<file path="src/rtl/accel_round_sequencer.sv">
// Round sequencer for the FIR / matmul / qsort accelerators with per-launch watchdog and checkpoint words.
// Optional WAIT-cycle profiling is enabled by defining CYCLE_PROFILE_EN.
module accel_round_sequencer #(
  parameter int          NUM_ROUNDS  = 3,
  parameter int          TIMEOUT_W   = 20,
  parameter int          TIMEOUT_CYC = 150000,
  parameter int          GAP_CYC     = 8,
  parameter logic [7:0]  CHK_TAG     = 8'hAB
) (
  input  logic        wb_clk_i,
  input  logic        wb_rst_i,
  input  logic        go,
  input  logic        abort,
  input  logic        fir_done,
  input  logic        mm_done,
  input  logic        qs_done,
  output logic        fir_start,
  output logic        mm_start,
  output logic        qs_start,
  output logic [15:0] checkbits,
  output logic        busy,
  output logic [3:0]  round_idx,
  output logic        all_done,
  output logic        err,
  output logic [1:0]  err_task,
  output logic [31:0] last_cycles
);

  // state  | meaning
  // IDLE   | waiting for go
  // LAUNCH | one-cycle start pulse for current task
  // WAIT   | waiting for the task's done, watchdog running
  // POST   | holding the end checkpoint for GAP_CYC cycles
  // DONE   | all rounds finished
  // ERR    | watchdog expired; leaves only via abort or reset
  localparam logic [2:0] S_IDLE   = 3'd0;
  localparam logic [2:0] S_LAUNCH = 3'd1;
  localparam logic [2:0] S_WAIT   = 3'd2;
  localparam logic [2:0] S_POST   = 3'd3;
  localparam logic [2:0] S_DONE   = 3'd4;
  localparam logic [2:0] S_ERR    = 3'd5;

  localparam int GAP_W = (GAP_CYC > 1) ? $clog2(GAP_CYC) : 1;
  localparam logic [TIMEOUT_W-1:0] WD_LAST    = TIMEOUT_W'(TIMEOUT_CYC - 1);
  localparam logic [GAP_W-1:0]     GAP_LAST   = GAP_W'(GAP_CYC - 1);
  localparam logic [3:0]           ROUND_LAST = 4'(NUM_ROUNDS - 1);

  logic [2:0]           state;
  logic [1:0]           task_id;
  logic [3:0]           round;
  logic [TIMEOUT_W-1:0] wd;
  logic [GAP_W-1:0]     gap;
  logic [15:0]          chk;
  logic                 cur_done;
  logic                 launch_ok;

  always_comb begin
    cur_done = 1'b0;
    case (task_id)
      2'd0:    cur_done = fir_done;
      2'd1:    cur_done = mm_done;
      default: cur_done = qs_done;
    endcase
  end

  always_ff @(posedge wb_clk_i) begin
    if (wb_rst_i) begin
      state   <= S_IDLE;
      task_id <= 2'd0;
      round   <= 4'd0;
      wd      <= '0;
      gap     <= '0;
      chk     <= 16'h0000;
    end else if (abort && state != S_IDLE) begin
      state   <= S_IDLE;
      task_id <= 2'd0;
      round   <= 4'd0;
      chk     <= {CHK_TAG, 8'hEA};
    end else begin
      case (state)
        S_IDLE: begin
          if (go && !abort) begin
            state   <= S_LAUNCH;
            task_id <= 2'd0;
            round   <= 4'd0;
          end
        end
        S_LAUNCH: begin
          chk   <= {CHK_TAG, 2'b00, task_id, 4'h0};
          wd    <= '0;
          state <= S_WAIT;
        end
        S_WAIT: begin
          // done has priority over a watchdog expiring in the same cycle
          if (cur_done) begin
            chk   <= {CHK_TAG, 2'b00, task_id, 4'h1};
            gap   <= '0;
            state <= S_POST;
          end else if (wd == WD_LAST) begin
            chk   <= {CHK_TAG, 2'b00, task_id, 4'hE};
            state <= S_ERR;
          end else begin
            wd <= wd + 1'b1;
          end
        end
        S_POST: begin
          if (gap == GAP_LAST) begin
            if (task_id != 2'd2) begin
              task_id <= task_id + 2'd1;
              state   <= S_LAUNCH;
            end else if (round != ROUND_LAST) begin
              task_id <= 2'd0;
              round   <= round + 4'd1;
              state   <= S_LAUNCH;
            end else begin
              chk   <= {CHK_TAG, 8'hFF};
              state <= S_DONE;
            end
          end else begin
            gap <= gap + 1'b1;
          end
        end
        S_DONE: begin
          if (go) begin
            state   <= S_LAUNCH;
            task_id <= 2'd0;
            round   <= 4'd0;
          end
        end
        S_ERR: ;
        default: state <= S_IDLE;
      endcase
    end
  end

  // Start pulses are gated so an abort or reset in the LAUNCH cycle swallows them.
  assign launch_ok = (state == S_LAUNCH) && !abort && !wb_rst_i;
  assign fir_start = launch_ok && (task_id == 2'd0);
  assign mm_start  = launch_ok && (task_id == 2'd1);
  assign qs_start  = launch_ok && (task_id == 2'd2);

  assign checkbits = chk;
  assign busy      = (state == S_LAUNCH) || (state == S_WAIT) || (state == S_POST);
  assign round_idx = round;
  assign all_done  = (state == S_DONE);
  assign err       = (state == S_ERR);
  assign err_task  = (state == S_ERR) ? task_id : 2'd0;

`ifdef CYCLE_PROFILE_EN
  logic [31:0] prof_cnt;
  logic [31:0] prof_last;

  always_ff @(posedge wb_clk_i) begin
    if (wb_rst_i) begin
      prof_cnt  <= 32'h0;
      prof_last <= 32'h0;
    end else if (state == S_LAUNCH) begin
      prof_cnt <= 32'h0;
    end else if (state == S_WAIT && !abort) begin
      if (prof_cnt != 32'hFFFF_FFFF) prof_cnt <= prof_cnt + 32'h1;
      if (cur_done)
        prof_last <= (prof_cnt == 32'hFFFF_FFFF) ? prof_cnt : prof_cnt + 32'h1;
    end
  end

  assign last_cycles = prof_last;
`else
  assign last_cycles = 32'h0;
`endif

endmodule

</file>
<file path="config.mk">
export PLATFORM = sky130hd
export DESIGN_NAME = accel_round_sequencer
export DESIGN_NICKNAME = d
export VERILOG_FILES = /design/src/rtl/accel_round_sequencer.sv
export SDC_FILE = /design/constraint.sdc
export NUM_CORES = 1
export LEC_CHECK = 0
export ABC_CLOCK_PERIOD_IN_PS = 4900
export BUFFER_PORTS_ARGS = -buffer_cell sky130_fd_sc_hd__buf_2
export CORE_UTILIZATION = 35
export DETAILED_ROUTE_END_ITERATION = 10
export GPL_ROUTABILITY_DRIVEN = 1
export GPL_TIMING_DRIVEN = 1
export PLACE_DENSITY = 0.68
export SLEW_MARGIN = 25
export SYNTH_ARGS = -nofsm -noshare
export SYNTH_HDL_FRONTEND = slang
export SYNTH_SLANG_ARGS = --single-unit
export TNS_END_PERCENT = 10
</file>
<file path="constraint.sdc">
create_clock -name wb_clk_i -period 4.9 [get_ports wb_clk_i]
set_clock_uncertainty 0.1 [all_clocks]
set_input_delay 0.49 -clock wb_clk_i [delete_from_list [all_inputs] [get_ports wb_clk_i]]
set_output_delay 0.49 -clock wb_clk_i [all_outputs]
set_load 0.05 [all_outputs]
</file>
==> run metrics, run 1 <==
actual transition at the worst max-transition pin about 0.86 ns; via count of the first global-routing pass around 1,900; H-tree depth 2; final weighted congestion in routability-driven placement 0.814; Worst Setup SP state[0]; clock latency on the worst-skew pair ~0.29 ns; chip height just under 90 um; Longest Clk Path Bufs 2; CTS hold repair buffers 0; status complete, no violations; number of buffers added for setup after CTS 0; clock-pin slew on the worst setup and hold paths 0.07 ns; Iter 0 DRT Violations between 80 and 90; First-pass DRT Iterations 4; worst setup slack after layout between 2 and 2.5 ns; number of non-filler instances in the completed layout approximately 430; Synth Warn # 0; share of synthesized area occupied by flip-flops and latches 0.305; cells resized by post-CTS repair 0; horizontal die dimension 87.5 um; Yosys top cell area share 0.305; maximum clock frequency about 0.37 GHz; antenna violations before repair 0; setup repair after global routing missed its margin no; Max-Cap Viols 0; final setup fails 0; fraction of layout instances using a drive strength above 1 0.155; count of clock tree sinks 39; Filler cells ~750; final clock period utilization by the worst path 0.553; first-pass GRT wire length between 8 and 9 mm; leakage power 1.17 nW; Post-synth EDFFs 0; worst supply voltage drop on vdd about 100 uV; total routed wirelength about 5.3 mm; total routing usage reported by global routing 0.147; synthesized area per cell around 8.1 um2; Pwr Density 281 nW/um2; top cells by area in the synthesized netlist dfxtp_1, buf_4, nor2_1; highest-count cells in the layout ignoring fill and taps nor2_1, dfxtp_1, conb_1; hold wc startpoint gap[0]; path category of the worst min-delay check register to register; worst slack, placed about 2.4 ns; Cell variety after synth 54; sort of element at the start of the critical path register; number of standard-cell rows in the floorplan 30; area leader, netlist dfxtp_1; asr flop ratio synth 0; max_slew headroom 0.429; Yosys reg bits 39; area growth from synthesis to layout 3.43%; largest net degree at the start of global routing 26; nature of the critical path endpoint output pin; total negative slack 0 ns; # nets final ~340; final antenna diode count 0; I/O pin count 67; Die Area between 7000 and 8000 um2; cell area after technology mapping roughly 2600 um2; grt total ovfl 0; Vias/cell 4.89; data arrival time of the worst path 2.12 ns; library cell used as clock root buffer clkbuf_8; required time of the critical path roughly 4.3 ns; Crit Path Category register to output pin; wire length per cell after detailed routing 12.5 um; most frequently used flop master after synthesis dfxtp_1; estimated wirelength of the detail-placed design between 3 and 4 mm; fin. max-slew vios 0; launching point of the worst reg2reg path state[1]; most common library cell in the layout ignoring fill and taps nor2_1; final-report hold violation count 0; cell total after placement about 420; number of buffers created by CTS 5; initial core utilization 0.370; shortest clock period the worst path allows after layout 2.71 ns; total number of vias 2,082; worst-path maximum fanout 23; core area roughly 6900 um2; number of DRC violations after detailed routing 0; count of input and output buffers 31; number of instances in the synthesized netlist between 300 and 400; TritonCTS clock tree built; residual antenna-violating net count after detailed routing 0; Layout Utilization 0.383
[metal layers]
metal	up-vias	track usage	part of all wire
met2	63	0.246	0.47
met1	955	0.188	0.47
met5	-	0	0
met4	0	0.0447	0.0066
met3	2	0.0341	0.057
li1	1062	-	-
[stage by stage]
| stage | area [um2] | total power [mW] | hold slack [ns] |
|---|---|---|---|
| after floorplan | 2680 | 0.544 | 0.344 |
| after global placement | 2560 | 0.539 | 0.367 |
| after detailed placement | 2560 | 0.541 | 0.377 |
| after CTS | 2640 | 0.748 | 0.390 |
| after global routing | 2640 | 0.779 | 0.403 |
| final | 2640 | 0.743 | 0.386 |
[cells by family (layout without fill, tap and decap cells)]
family          Yosys count  after routing  synth area share
buf+inv                  60             42             0.160
compound gates           68             68             0.187
xor+xnor                 15             15            0.0514
fa+ha+maj                 5              5            0.0245
simple gates            123            123             0.258
flops                    39             39             0.305
other cells               1             35           0.00147
mux                       3              3            0.0117
[power by group]
| part | leakage [nW] | switching (mW) | internal (mW) |
|---|---|---|---|
| sequential | 0.315 | 0.0104 | 0.326 |
| clock | 0.0422 | 0.109 | 0.0999 |
| combinational | 0.813 | 0.164 | 0.0339 |
| total | 1.17 | 0.283 | 0.460 |
[registers in the layout, indices dropped and copies added, names as in the netlist]
name,flops
state,3
checkbits,7
wd,20
round_idx,4
task_id,2
gap,3
[Yosys cell counts, types with 2 or more instances]
cell type	number
nand3_1	4
dfxtp_1	39
a21oi_1	21
o21ai_0	9
and4_1	4
nor2b_1	3
o21a_1	2
ha_1	5
a211oi_1	4
nor3_1	7
and3_1	14
nand3b_1	2
nor2_1	48
nor3b_1	2
buf_6	3
a22o_1	2
o211ai_2	6
inv_1	3
and2_1	4
nand4_1	5
mux2i_1	3
clkbuf_1	8
o22ai_1	2
nand2b_1	8
buf_2	5
or3_1	4
o21ai_1	4
buf_4	41
o2111ai_1	6
xor2_1	15
nand2_1	8
[final timing paths]
| check | endpoint | slack, ns | cells after the start |
|---|---|---|---|
| max reg2reg | checkbits[3] | 2.37 | 6 |
| max | err | 2.19 | 3 |
| min | gap[0] | 0.39 | 1 |
| min reg2reg | gap[0] | 0.39 | 1 |
[final cells by class]
| cell class | count | area, um2 | share of cell area |
|---|---|---|---|
| Multi-Input combinational cell | 249 | 1500 | 0.566 |
| Tap cell | 96 | 120 | 0.0454 |
| Clock inverter | 1 | 5.00 | 0.00189 |
| Sequential cell | 39 | 781 | 0.295 |
| Inverter | 3 | 11.3 | 0.00426 |
| Clock buffer | 7 | 76.3 | 0.0289 |
| Timing Repair Buffer | 31 | 155 | 0.0587 |
[worst max-delay path, cell delays in order, from the launching register on]
cell and delay, ns:
dfxtp_1 0.52, and2b_1 0.74, and2_1 0.28, buf_2 0.28
(Power assumes the default switching activity.)
==> run 2, diff against run 1 <==
--- a/config.mk
+++ b/config.mk
@@ -5,7 +5,7 @@
 export SDC_FILE = /design/constraint.sdc
 export NUM_CORES = 1
 export LEC_CHECK = 0
-export ABC_CLOCK_PERIOD_IN_PS = 4900
+export ABC_CLOCK_PERIOD_IN_PS = 2550
 export BUFFER_PORTS_ARGS = -buffer_cell sky130_fd_sc_hd__buf_2
 export CORE_UTILIZATION = 35
 export DETAILED_ROUTE_END_ITERATION = 10
==> constraint.sdc (replaced) <==
create_clock -name wb_clk_i -period 2.55 [get_ports wb_clk_i]
set_clock_uncertainty 0.1 [all_clocks]
set_input_delay 0.255 -clock wb_clk_i [delete_from_list [all_inputs] [get_ports wb_clk_i]]
set_output_delay 0.255 -clock wb_clk_i [all_outputs]
set_load 0.05 [all_outputs]
==> run metrics, run 2 (same netlist as run 1, synthesis figures left out) <==
status complete, no violations; path depth of the worst reg2reg path 7 (+1); data arrival time of the worst path 2.38 ns (+0.26 ns); hold slack 0.198 ns (-0.188 ns); initial core utilization 0.370 (unchanged); internal portion of total power 1.09 mW (+140%); chip height 87.5 um (unchanged); core area 6910 um2 (unchanged); estimated wirelength of the detail-placed design 3.90 mm (+1.1%); sort of element at the start of the critical path register; hold wc startpoint wb_rst_i; Iter 0 DRT Violations 98 (+10%); Final Total Pwr 1.64 mW (+120%); Cells on Worst Hold Path 2 (+1); launching point of the worst reg2reg path task_id[0]; number of DRC violations after detailed routing 0 (unchanged); Longest Clk Path Bufs 2 (unchanged); fin. max-slew vios 0 (unchanged); TritonCTS clock tree built; area growth from synthesis to layout 6.61%; count of input and output buffers 31 (unchanged); final-report hold violation count 0 (unchanged); maximum clock frequency about 0.43 GHz; required time of the critical path 2.63 ns (-1.68 ns); area of the multi-input gates 1500 um2 (unchanged); nature of the critical path endpoint register; Worst Hold End checkbits[13]; fraction of layout instances using a drive strength above 1 0.168 (+0.0131); final antenna diode count 0 (unchanged); final weighted congestion in routability-driven placement 0.824 (+1.3%); # nets final 345 (+1.2%); H-tree depth 2 (unchanged); power dissipated by switching net loads 0.550 mW (+94%); number of buffers added for setup after CTS 0 (unchanged); horizontal die dimension 87.5 um (unchanged); grt total ovfl 0 (unchanged); total negative slack 0 ns (unchanged); I/O pin count 67 (unchanged); sequential share of power 0.395 (-0.058); final setup fails 0 (unchanged); most common library cell in the layout ignoring fill and taps nor2_1; total area of sequential cells 781 um2 (unchanged); library cell used as clock root buffer clkbuf_8; Max-Cap Viols 0 (unchanged); count of clock tree sinks 39 (unchanged); First-pass DRT Iterations 5 (+1); setup repair after global routing missed its margin no; end of the worst register-to-register path wd[7]; leakage power 1.22 nW (+3.8%); antenna violations before repair 0 (unchanged); clock-pin slew on the worst setup and hold paths 0.08 ns (about the same); proportion of power drawn by combinational gates 0.236 (-0.031); worst slack, placed 0.319 ns (-2.09 ns); flip-flop count of the largest register, all copies and words added 20 (unchanged); path category of the worst min-delay check primary input to register; clock share of power 0.370 (+0.089); first-pass GRT wire length 8.48 mm (-3.7%); CTS hold repair buffers 0 (unchanged); highest-count cells in the layout ignoring fill and taps nor2_1, dfxtp_1, conb_1; total number of vias 2,129 (+2.3%); shortest clock period the worst path allows after layout about 2.3 ns; wire length per cell after detailed routing 12.3 um (-0.97%); Pwr Density 600 nW/um2 (+110%); worst supply voltage drop on vdd 197 uV (+90%); Filler cells 730 (-2.4%); Crit Path Category register to register; via count of the first global-routing pass 1,837 (-3.3%); residual antenna-violating net count after detailed routing 0 (unchanged); Die Area 7650 um2 (unchanged); largest register by flop count wd; final clock period utilization by the worst path 0.903; worst setup slack after layout 0.246 ns (-1.94 ns); clock latency on the worst-skew pair 0.29 ns (about the same); worst-path maximum fanout 12 (-48%); largest net degree at the start of global routing 23 (-12%); Vias/cell 4.95 (+1.3%); total routed wirelength 5.31 mm (about the same); number of standard-cell rows in the floorplan 30 (unchanged); cells resized by post-CTS repair 0 (unchanged); Sw Ratio 0.337 (-0.0446); reg-to-reg setup timing slack 0.25 ns (-2.12 ns); number of buffers created by CTS 5 (unchanged); total routing usage reported by global routing 0.141 (-0.00613)
==> run 2: cell types whose count changed in the layout (fill, tap and decap cells not counted), sizes merged <==
cell / delta
clkinv: -1
buf: +4
bufinv: +2
clkbuf: -1
==> run 2: worst max-delay path, stage by stage, from the launching register on <==
cell and delay (ns):
dfxtp_1 0.53, mux2i_1 0.31, a21o_2 0.22, o211a_1 0.44, buf_4 0.25, o2111ai_1 0.13, xor2_1 0.17, nor2_1 0.05
==> run 2: metrics by stage <==
| step | cells | utilization | instance area [um2] |
|---|---|---|---|
| 5_1_grt | 430 | 0.395 | 2730 |
| 2_1_floorplan | 348 | - | 2680 |
| 3_5_place_dp | 422 | 0.375 | 2590 |
| 4_1_cts | 430 | 0.395 | 2730 |
| 6_report | 430 | 0.395 | 2730 |
| 3_3_place_gp | 422 | 0.375 | 2590 |
==> run 2: cell type report <==
cell class,count,share of cell area
Multi-Input combinational cell,249,0.549
Clock buffer,6,0.0266
Timing Repair Buffer,35,0.0680
Sequential cell,39,0.287
Inverter,3,0.00413
Tap cell,96,0.0441
Clock inverter,2,0.0220
==> run 2: worst max-delay path by stage <==
stage | from | endpoint | slack, ns | cells after the start
finish | task_id[0] | wd[7] | 0.25 | 7
global route | task_id[0] | wd[7] | 0.05 | 7
CTS | task_id[0] | wd[7] | 0.25 | 7
global placement | wd[0] | wd[7] | 0.39 | 8
detailed placement | wd[0] | wd[7] | 0.32 | 8
floorplan | state[1] | mm_start | 0.21 | 4
==> run 2: routing by layer <==
metal | wire length (um) | global-route usage
met2 | 2460 | 0.224
met4 | 95 | 0.0477
met5 | 0 | 0
met3 | 307 | 0.0284
met1 | 2440 | 0.190
==> run 2: power groups by stage <==
stage                     clock (mW)  combinational, mW  sequential, mW
final                          0.604              0.386           0.645
after global routing           0.646              0.410           0.648
after CTS                      0.617              0.385           0.645
after detailed placement           0              0.383           0.660
after global placement             0              0.381           0.658
after floorplan                    0              0.346           0.700
